[src/rtl/scan_boundary_wrapper_pkg.sv]
// scan_wrap_pkg: shared constants for the boundary-scan wrapper.
//   - Controller state encodings (IDLE, SHIFT, SETTLE, CAPTURE, DONE)
//   - Mode constants (FUNC / SCAN)
//   - Per-cell operation select codes (hold / parallel load / serial shift)
package scan_wrap_pkg;

  typedef logic [2:0] state_t;
  typedef logic [1:0] cell_op_t;

  localparam state_t ST_IDLE    = 3'd0;
  localparam state_t ST_SHIFT   = 3'd1;
  localparam state_t ST_SETTLE  = 3'd2;
  localparam state_t ST_CAPTURE = 3'd3;
  localparam state_t ST_DONE    = 3'd4;

  localparam logic MODE_FUNC = 1'b0;
  localparam logic MODE_SCAN = 1'b1;

  localparam cell_op_t CELL_HOLD  = 2'd0;
  localparam cell_op_t CELL_LOAD  = 2'd1;
  localparam cell_op_t CELL_SHIFT = 2'd2;

  // True while the controller owns the chain and a sequence is in progress.
  function automatic logic state_is_busy(input state_t st);
    return (st == ST_SHIFT) || (st == ST_SETTLE) || (st == ST_CAPTURE);
  endfunction

endpackage

[src/rtl/scan_cell.sv]
// scan_cell: a single boundary-scan storage flop.
//   clk_i   : clock, rising edge
//   clr_i   : synchronous active-high clear (wins over everything)
//   op_i    : CELL_HOLD / CELL_LOAD / CELL_SHIFT
//   load_i  : parallel data (pin or core side)
//   shift_i : serial data from the previous cell in the chain
//   q_o     : cell contents
module scan_cell
  import scan_wrap_pkg::*;
(
  input  logic       clk_i,
  input  logic       clr_i,
  input  logic [1:0] op_i,
  input  logic       load_i,
  input  logic       shift_i,
  output logic       q_o
);

  logic q_q, q_d;

  always_comb begin
    q_d = q_q;
    case (op_i)
      CELL_LOAD:  q_d = load_i;
      CELL_SHIFT: q_d = shift_i;
      default:    q_d = q_q;
    endcase
  end

  always_ff @(posedge clk_i) begin
    if (clr_i) begin
      q_q <= 1'b0;
    end else begin
      q_q <= q_d;
    end
  end

  assign q_o = q_q;

endmodule

[src/rtl/scan_boundary_wrapper.sv]
// scan_boundary_wrapper: boundary-scan wrapper around a combinational core.
// Chain order: ScanIn -> in[0] .. in[N_IN-1] -> out[0] .. out[N_OUT-1] -> ScanOut.
//   ScanClk   : sole clock, rising edge
//   ScanClr   : synchronous active-high reset
//   ScanMode  : 0 = functional (cells load every edge), 1 = scan
//   ScanStart : request one shift/settle/capture sequence
//   ScanIn    : serial chain input
//   ScanOut   : serial chain output (last output cell)
//   ScanBusy  : high in SHIFT, SETTLE, CAPTURE
//   ScanDone  : one-cycle pulse in DONE
//   PinIn     : chip-side inputs -> input cells
//   CoreIn    : input-cell contents to core
//   CoreOut   : core outputs -> output cells
//   PinOut    : output-cell contents to pins
module scan_boundary_wrapper
  import scan_wrap_pkg::*;
#(
  parameter int unsigned N_IN       = 4,
  parameter int unsigned N_OUT      = 3,
  parameter int unsigned SETTLE_CYC = 2
) (
  input  logic             ScanClk,
  input  logic             ScanClr,
  input  logic             ScanMode,
  input  logic             ScanStart,
  input  logic             ScanIn,
  output logic             ScanOut,
  output logic             ScanBusy,
  output logic             ScanDone,
  input  logic [N_IN-1:0]  PinIn,
  output logic [N_IN-1:0]  CoreIn,
  input  logic [N_OUT-1:0] CoreOut,
  output logic [N_OUT-1:0] PinOut
);

  localparam int unsigned L    = N_IN + N_OUT;
  localparam int unsigned CntW = $clog2(L + 1);
  localparam int unsigned SetW = $clog2(SETTLE_CYC + 1);

  localparam logic [CntW-1:0] ShiftLast  = CntW'(L - 1);
  localparam logic [SetW-1:0] SettleLast = SetW'(SETTLE_CYC - 1);

  state_t          state_q, state_d;
  logic [CntW-1:0] shift_cnt_q, shift_cnt_d;
  logic [SetW-1:0] settle_cnt_q, settle_cnt_d;
  cell_op_t        in_op, out_op;

  logic [L-1:0] chain;
  logic [L-1:0] par_in;
  logic [L-1:0] ser_in;

  // ---------------------------------------------------------------------------
  // Controller
  // ---------------------------------------------------------------------------
  always_comb begin
    state_d      = state_q;
    shift_cnt_d  = shift_cnt_q;
    settle_cnt_d = settle_cnt_q;
    in_op        = CELL_HOLD;
    out_op       = CELL_HOLD;

    if (ScanMode == MODE_FUNC) begin
      // Functional mode also aborts any sequence in flight on this same edge.
      state_d = ST_IDLE;
      in_op   = CELL_LOAD;
      out_op  = CELL_LOAD;
    end else begin
      case (state_q)
        ST_IDLE: begin
          if (ScanStart) begin
            state_d     = ST_SHIFT;
            shift_cnt_d = '0;
          end
        end
        ST_SHIFT: begin
          in_op       = CELL_SHIFT;
          out_op      = CELL_SHIFT;
          shift_cnt_d = shift_cnt_q + 1'b1;
          if (shift_cnt_q == ShiftLast) begin
            state_d      = ST_SETTLE;
            settle_cnt_d = '0;
          end
        end
        ST_SETTLE: begin
          settle_cnt_d = settle_cnt_q + 1'b1;
          if (settle_cnt_q == SettleLast) begin
            state_d = ST_CAPTURE;
          end
        end
        ST_CAPTURE: begin
          out_op  = CELL_LOAD;
          state_d = ST_DONE;
        end
        ST_DONE: begin
          // ScanStart is deliberately not looked at here: no queuing.
          state_d = ST_IDLE;
        end
        default: begin
          state_d = ST_IDLE;
        end
      endcase
    end
  end

  always_ff @(posedge ScanClk) begin
    if (ScanClr) begin
      state_q      <= ST_IDLE;
      shift_cnt_q  <= '0;
      settle_cnt_q <= '0;
    end else begin
      state_q      <= state_d;
      shift_cnt_q  <= shift_cnt_d;
      settle_cnt_q <= settle_cnt_d;
    end
  end

  // ---------------------------------------------------------------------------
  // Boundary cells and chain wiring
  // ---------------------------------------------------------------------------
  assign par_in = {CoreOut, PinIn};
  assign ser_in = {chain[L-2:0], ScanIn};

  for (genvar i = 0; i < int'(L); i++) begin : g_cell
    localparam bit IsIn = (i < int'(N_IN));
    scan_cell u_cell (
      .clk_i   (ScanClk),
      .clr_i   (ScanClr),
      .op_i    (IsIn ? in_op : out_op),
      .load_i  (par_in[i]),
      .shift_i (ser_in[i]),
      .q_o     (chain[i])
    );
  end

  assign CoreIn   = chain[N_IN-1:0];
  assign PinOut   = chain[L-1:N_IN];
  assign ScanOut  = chain[L-1];
  assign ScanBusy = state_is_busy(state_q);
  assign ScanDone = (state_q == ST_DONE);

endmodule

[config.mk]
export PLATFORM = sky130hd
export DESIGN_NAME = scan_boundary_wrapper
export DESIGN_NICKNAME = d
export VERILOG_FILES = /design/src/rtl/scan_boundary_wrapper_pkg.sv /design/src/rtl/scan_cell.sv /design/src/rtl/scan_boundary_wrapper.sv
export SDC_FILE = /design/constraint.sdc
export NUM_CORES = 1
export LEC_CHECK = 0
export BUFFER_PORTS_ARGS = -buffer_cell sky130_fd_sc_hd__buf_2
export CAP_MARGIN = 15
export CORE_MARGIN = 4
export CORE_UTILIZATION = 49
export CTS_BUF_LIST = sky130_fd_sc_hd__clkbuf_2
export CTS_CLUSTER_SIZE = 24
export DETAILED_ROUTE_END_ITERATION = 8
export GPL_ROUTABILITY_DRIVEN = 0
export PLACE_DENSITY = 0.77
export SYNTH_ARGS = -nofsm -noshare
export SYNTH_HDL_FRONTEND = slang
export SYNTH_HIERARCHICAL = 1
export SYNTH_SLANG_ARGS = --single-unit
[constraint.sdc]
create_clock -name ScanClk -period 1.6 [get_ports ScanClk]
set_input_delay 0.32 -clock ScanClk [delete_from_list [all_inputs] [get_ports ScanClk]]
set_output_delay 0.32 -clock ScanClk [all_outputs]
set_load 0.03 [all_outputs]
# Word-level counts from Yosys, hierarchy flattened
# Cells that the tools add are included.
# word_totals
register_bits	15
latch_bits	0
mem_bits_rw	0
romBits	0
in_bits	12
output_inout_bits	10
word_cells	56
memories	0
# op_classes
n_addsub	2
multipliers	0
div_mod_pow	0
order_cmp	0
n_eq_ne	13
shift	0
muxes	19
bitwise	1
reduce_logical	11
# op_table
cell	count
case mux 1 bit (2 select lines)	7
2-to-1 mux 3 bit	4
case mux 3 bit (4 select lines)	1
AND reduction 3 bit	3
2-to-1 mux 2 bit	4
case mux 2 bit (2 select lines)	2
nonzero test 2 bit	4
equality test 2 x 1 -> 1 bit, second input constant	3
equality test 3 x 2 -> 1 bit, second input constant	2
equality test 3 bit, second input constant	2
inequality test 2 bit, second input constant	3
case mux 3 bit (2 select lines)	1
equality test 2 bit, second input constant	2
adder 3 x 1 -> 3 bit, second input constant	1
equality test 3 x 1 -> 1 bit, second input constant	1
logical NOT 3 bit	1
adder 2 x 1 -> 2 bit, second input constant	1
logical OR 1 bit	2
OR reduction 2 bit	1
inverter 1 bit	1

# Logic depth before layout (Yosys ltp)
# logic_depth
word_depth	5
ltp_mapped	7
ltp_nobuf	6

# Cells and area by module
# Netlist, hierarchy kept.
# modules_own_cells
mod	n_inst	cells_per_inst	area_per_inst_um2	seq_area_each_um2
scan_cell	7	7	68.8	20.0
scan_boundary_wrapper	1	55	467.9	160.2

# Worst setup path after synthesis
# No wires, ideal clock.
# synth_timing
path_kind	register to register
from	register state_q[0]
to	register g_cell[6].u_cell.q_q
setup_ps	79
arrival_time_ps	1449
t_required_ps	1521
slack_ps	72
stages_incl_launch_ff	8
path_buffers	1
synth_period_minus_slack_ps	1528
path_cell_list	dfxtp_1 -> buf_2 -> nand2_1 -> o21ai_0 -> inv_1 -> ha_1 -> nor2b_1 -> a211oi_2
# synth_between
elab_chain_len	5
word_cells_on_any_way	8
cone_classes	4 x eq/ne; 3 x mux; 1 x reduce/logical
# synth_lines
element	line_no	source
start: declaration	scan_boundary_wrapper.sv:43	state_t state_q, state_d;
start signal: assignment	scan_boundary_wrapper.sv:111	state_q <= state_d;
equality test 3 x 2 -> 1 bit or equality test 3 x 1 -> 1 bit (tied branches)	scan_boundary_wrapper.sv:68	case (state_q)
case mux 2 bit (2 select lines) *	scan_boundary_wrapper.sv:68	
2-to-1 mux 2 bit *	scan_boundary_wrapper.sv:62	if (ScanMode == MODE_FUNC) begin
named net out_op[0]	scan_boundary_wrapper.sv:46	cell_op_t in_op, out_op;
equality test 2 bit or equality test 2 x 1 -> 1 bit (tied branches)	scan_cell.sv:23	case (op_i)
case mux 1 bit (2 select lines) or nonzero test 2 bit (tied branches)	-	
end signal: assignment	scan_cell.sv:34	q_q <= q_d;
end: declaration	scan_cell.sv:19	logic q_q, q_d;
# The timed path passes the listed nets; every way through them passes the cells marked *.
# A chain may end at the register's enable or synchronous reset.

# Worst setup path in the final report
# layout_timing
from	register state_q[1]
to	output ScanDone
# layout_between
elab_chain_len	1
# layout_lines
element	line_no	source
equality test 3 bit	scan_boundary_wrapper.sv:139	assign ScanDone = (state_q == ST_DONE);
end: declaration	scan_boundary_wrapper.sv:29	output logic ScanDone,
# No other way between the ends.

==> flow_metrics.py <==
metrics = {
    "detailed_routing": {
        "via_per_inst": 5.11,
        "dr.first_iter.drc_count": 5,
        "drc": 0,
        "routedWlPerCell_um": 11.2,
        "ant_nets": 0,
        "vias": 772,
        "drt-pass1-iter-count": 2,
        "wl_um": 1700,
    },
    "die": {
        "die_w_um": 52.0,
        "num_rows": 15,
        "core_sq_um": 1780,
        "dieArea_sq_um": 2710,
        "dieHeight_um": 52.0,
        "initial_core_util_pct": 53.3,
        "io_pins": 22,
    },
    "yosys": {
        "synth_cells": 104,
        "yosysTopAreaCellShare_pct": 31.6,
        "synth_commonest_cells": "inv_1, dfxtp_1, ha_1",
        "yosysUniqueCellTypes": 29,
        "ys_top_cells_by_area": "dfxtp_1, ha_1, a211oi_2",
        "synth_most_common_cell": "inv_1",
        "ys_warn_count": 6,
        "syn-cell-area_sq_um": 950,
        "synth-seq-cells": 15,
        "synth_edf_count": 0,
        "yosys.area.top_type": "dfxtp_1",
        "async_reset_ff_share_pct": 0,
        "synthFlopType": "dfxtp_1",
        "avgSynthCellArea_sq_um": 9.13,
        "ys_seq_area_share_pct": 31.6,
        "syn_nets": 126,
    },
    "outcome": {
        "status": "finished, final reports clean",
    },
    "final_layout": {
        "area_delta_synth_final_pct": 16.1,
        "ff_latch_area_sq_um": 302,
        "fill_cells": 162,
        "diodes": 0,
        "layout.nets": 149,
        "drive_above_1_share_pct": 31.7,
        "multi_input_area_sq_um": 563,
    },
    "worst_setup_path": {
        "arrival_ns": 1.21,
        "worstReg2RegEnd": "g_cell[5].u_cell/q_o",
        "ff2ff_path_depth": 4,
        "endpoint_kind": "primary output",
        "crit_top_cell": "buf_4",
        "cp-endpoint": "ScanDone",
        "cp.required_ns": 1.28,
        "cpMaxStageDelayCell": "dfxtp_2",
        "cp_max_fo": 8,
        "crit_cells": 4,
        "slowest_delay_ns": 0.36,
        "path_class": "reg2out",
        "timing.rr.start": "state_q[2]",
        "r2r_slack_ns": 0.13,
        "critPathLaunch": "state_q[1]",
        "path_buf_inv": 2,
        "crit_chain": "buf_4 -> nor2_2 -> and2_2 -> buf_4",
        "critPathTopFamily": "flip-flops",
        "cp-start-kind": "register",
    },
    "sta": {
        "final.period_utilization_pct": 95.6,
        "slew_viol_final": 0,
        "finalHoldViolations": 0,
        "fin_hold_ws_ns": 0.374,
        "timing.slew.headroom_pct": 76.3,
        "fin_setup_tns_ns": 0,
        "period_needed_ns": 1.53,
        "worstMarginPinSlew_ns": 0.356,
        "clock.fmax_ghz": 0.654,
        "setup_viol_count_final": 0,
        "skew_ns": 0.00552,
    },
    "pwr": {
        "netSwitchingFraction_pct": 31.1,
        "p_leak_nw": 0.509,
        "pwr-share-seq_pct": 53.1,
        "p_switching_w": 0.000237,
        "cellInternalPower_w": 0.000526,
        "clock_power_share_pct": 24.3,
        "p_per_area_nw_per_um2": 692,
        "ir_drop_v": 0.000534,
        "pwr-share-comb_pct": 22.6,
    },
    "global_routing": {
        "grt-ovfl-total": 0,
        "antenna_found_initial": 0,
        "grt_pass1_vias": 732,
        "grt_pass1_wl_um": 2930,
        "grt_util_all_layers_pct": 14.3,
        "grt_start_max_net_pins": 17,
    },
    "clock_tree": {
        "cts_tree": "done",
        "ctsRootBufferMaster": "clkbuf_2",
        "cts-htree-levels": 1,
        "clk_pin_slew_ns": 0.15,
        "numCtsBuffers": 3,
        "clockBufferDepth": 2,
        "clk_latency_ns": 0.27,
        "clock-sinks": 15,
    },
    "place": {
        "hpwlAfterDp_um": 1310,
        "numPortBuffers": 21,
    },
    "job": {
        "maxCapViolCount": 0,
    },
    "worst_hold_path": {
        "worstHoldPathType": "in2reg",
    },
}
## power groups by stage
| stage | Combinational (W) | Sequential, W | Clock (W) |
|---|---|---|---|
| 2_1_floorplan | 0.0000963 | 0.000442 | 0 |
| 3_3_place_gp | 0.000168 | 0.000412 | 0 |
| 3_5_place_dp | 0.000172 | 0.000413 | 0 |
| 4_1_cts | 0.000173 | 0.000405 | 0.000196 |
| 5_1_grt | 0.000189 | 0.000409 | 0.000211 |
| 6_report | 0.000172 | 0.000405 | 0.000185 |
## layout by cell type, fill, tap and decap left out, drive strengths merged
master | synthesis | final
and2 | 2 | 2
o41ai | 1 | 1
and4bb | 1 | 1
nand4b | 1 | 1
or3 | 1 | 1
nand3 | 1 | 1
nor3 | 2 | 2
nor2b | 8 | 8
a211oi | 10 | 10
nand3b | 2 | 2
ha | 10 | 10
nand2b | 3 | 3
a311o | 1 | 1
clkbuf | 0 | 4
o21ai | 4 | 4
a21oi | 2 | 2
a31oi | 2 | 2
dfxtp | 15 | 15
buf | 5 | 23
nor2 | 5 | 5
inv | 17 | 17
mux2i | 7 | 7
nor4b | 1 | 1
nand2 | 3 | 3
## layout make-up
| cell class | count | area share [%] |
|---|---|---|
| multi-input combinational | 67 | 51.1 |
| sequential | 15 | 27.4 |
| timing repair buffer | 23 | 11.1 |
| inverter | 17 | 5.79 |
| tap | 25 | 2.84 |
| clock buffer | 4 | 1.82 |
## metrics by stage
stage,instances,utilization (%),setup slack (ns),area (sq um),total power (W)
2_1_floorplan,104,-,0.0716,950,0.000538
3_3_place_gp,147,59.9,0.0885,1070,0.000580
3_5_place_dp,147,59.9,0.0338,1070,0.000586
4_1_cts,151,61.2,0.00344,1090,0.000774
5_1_grt,151,61.8,-0.00393,1100,0.000809
6_report,151,61.8,0.0698,1100,0.000762
## worst min-delay path: stages
cell,delay (ns)
buf_2,0.14
nand2b_4,0.11
nor3_1,0.05
## flip-flops by register name, indices dropped and copies added, names as in the netlist
| register | count |
|---|---|
| g_cell.u_cell/q_o | 7 |
| shift_cnt_q | 3 |
| state_q | 3 |
| settle_cnt_q | 2 |
## what timing repair did
item | in CTS | in global routing
pin swaps | 0 | 1
setup buffers | 0 | 0
gates resized for setup | 1 | 5
setup endpoints to repair | 1 | 8
hold buffers | 0 | 0
## metal layers
metal	vias up	global-route usage, %	part of all wire (%)
met5	-	0	0
met1	350	16.9	45
li1	403	-	-
met4	0	6.55	1.1
met2	17	24.3	49
met3	2	3.44	5.0
## logic make-up (layout without fill, tap and decap cells)
family,after synthesis,in the layout,share of synthesized area [%]
simple gates,30,30,19.6
buf+inv,22,44,10.1
compound gates,20,20,18.0
flops,15,15,31.6
fa+ha+maj,10,10,13.2
mux,7,7,7.38
## worst min-delay path by stage
stage | cells after the start | startpoint | slack (ns) | endpoint
2_1_floorplan | 1 | ScanClr | 0.38 | g_cell[0].u_cell/q_o
3_3_place_gp | 2 | settle_cnt_q[1] | 0.49 | settle_cnt_q[1]
3_5_place_dp | 2 | settle_cnt_q[1] | 0.49 | settle_cnt_q[1]
4_1_cts | 3 | ScanMode | 0.34 | state_q[2]
5_1_grt | 3 | ScanMode | 0.36 | state_q[2]
6_report | 3 | ScanMode | 0.37 | state_q[2]
Note: power is estimated with default switching activity, not from simulation.
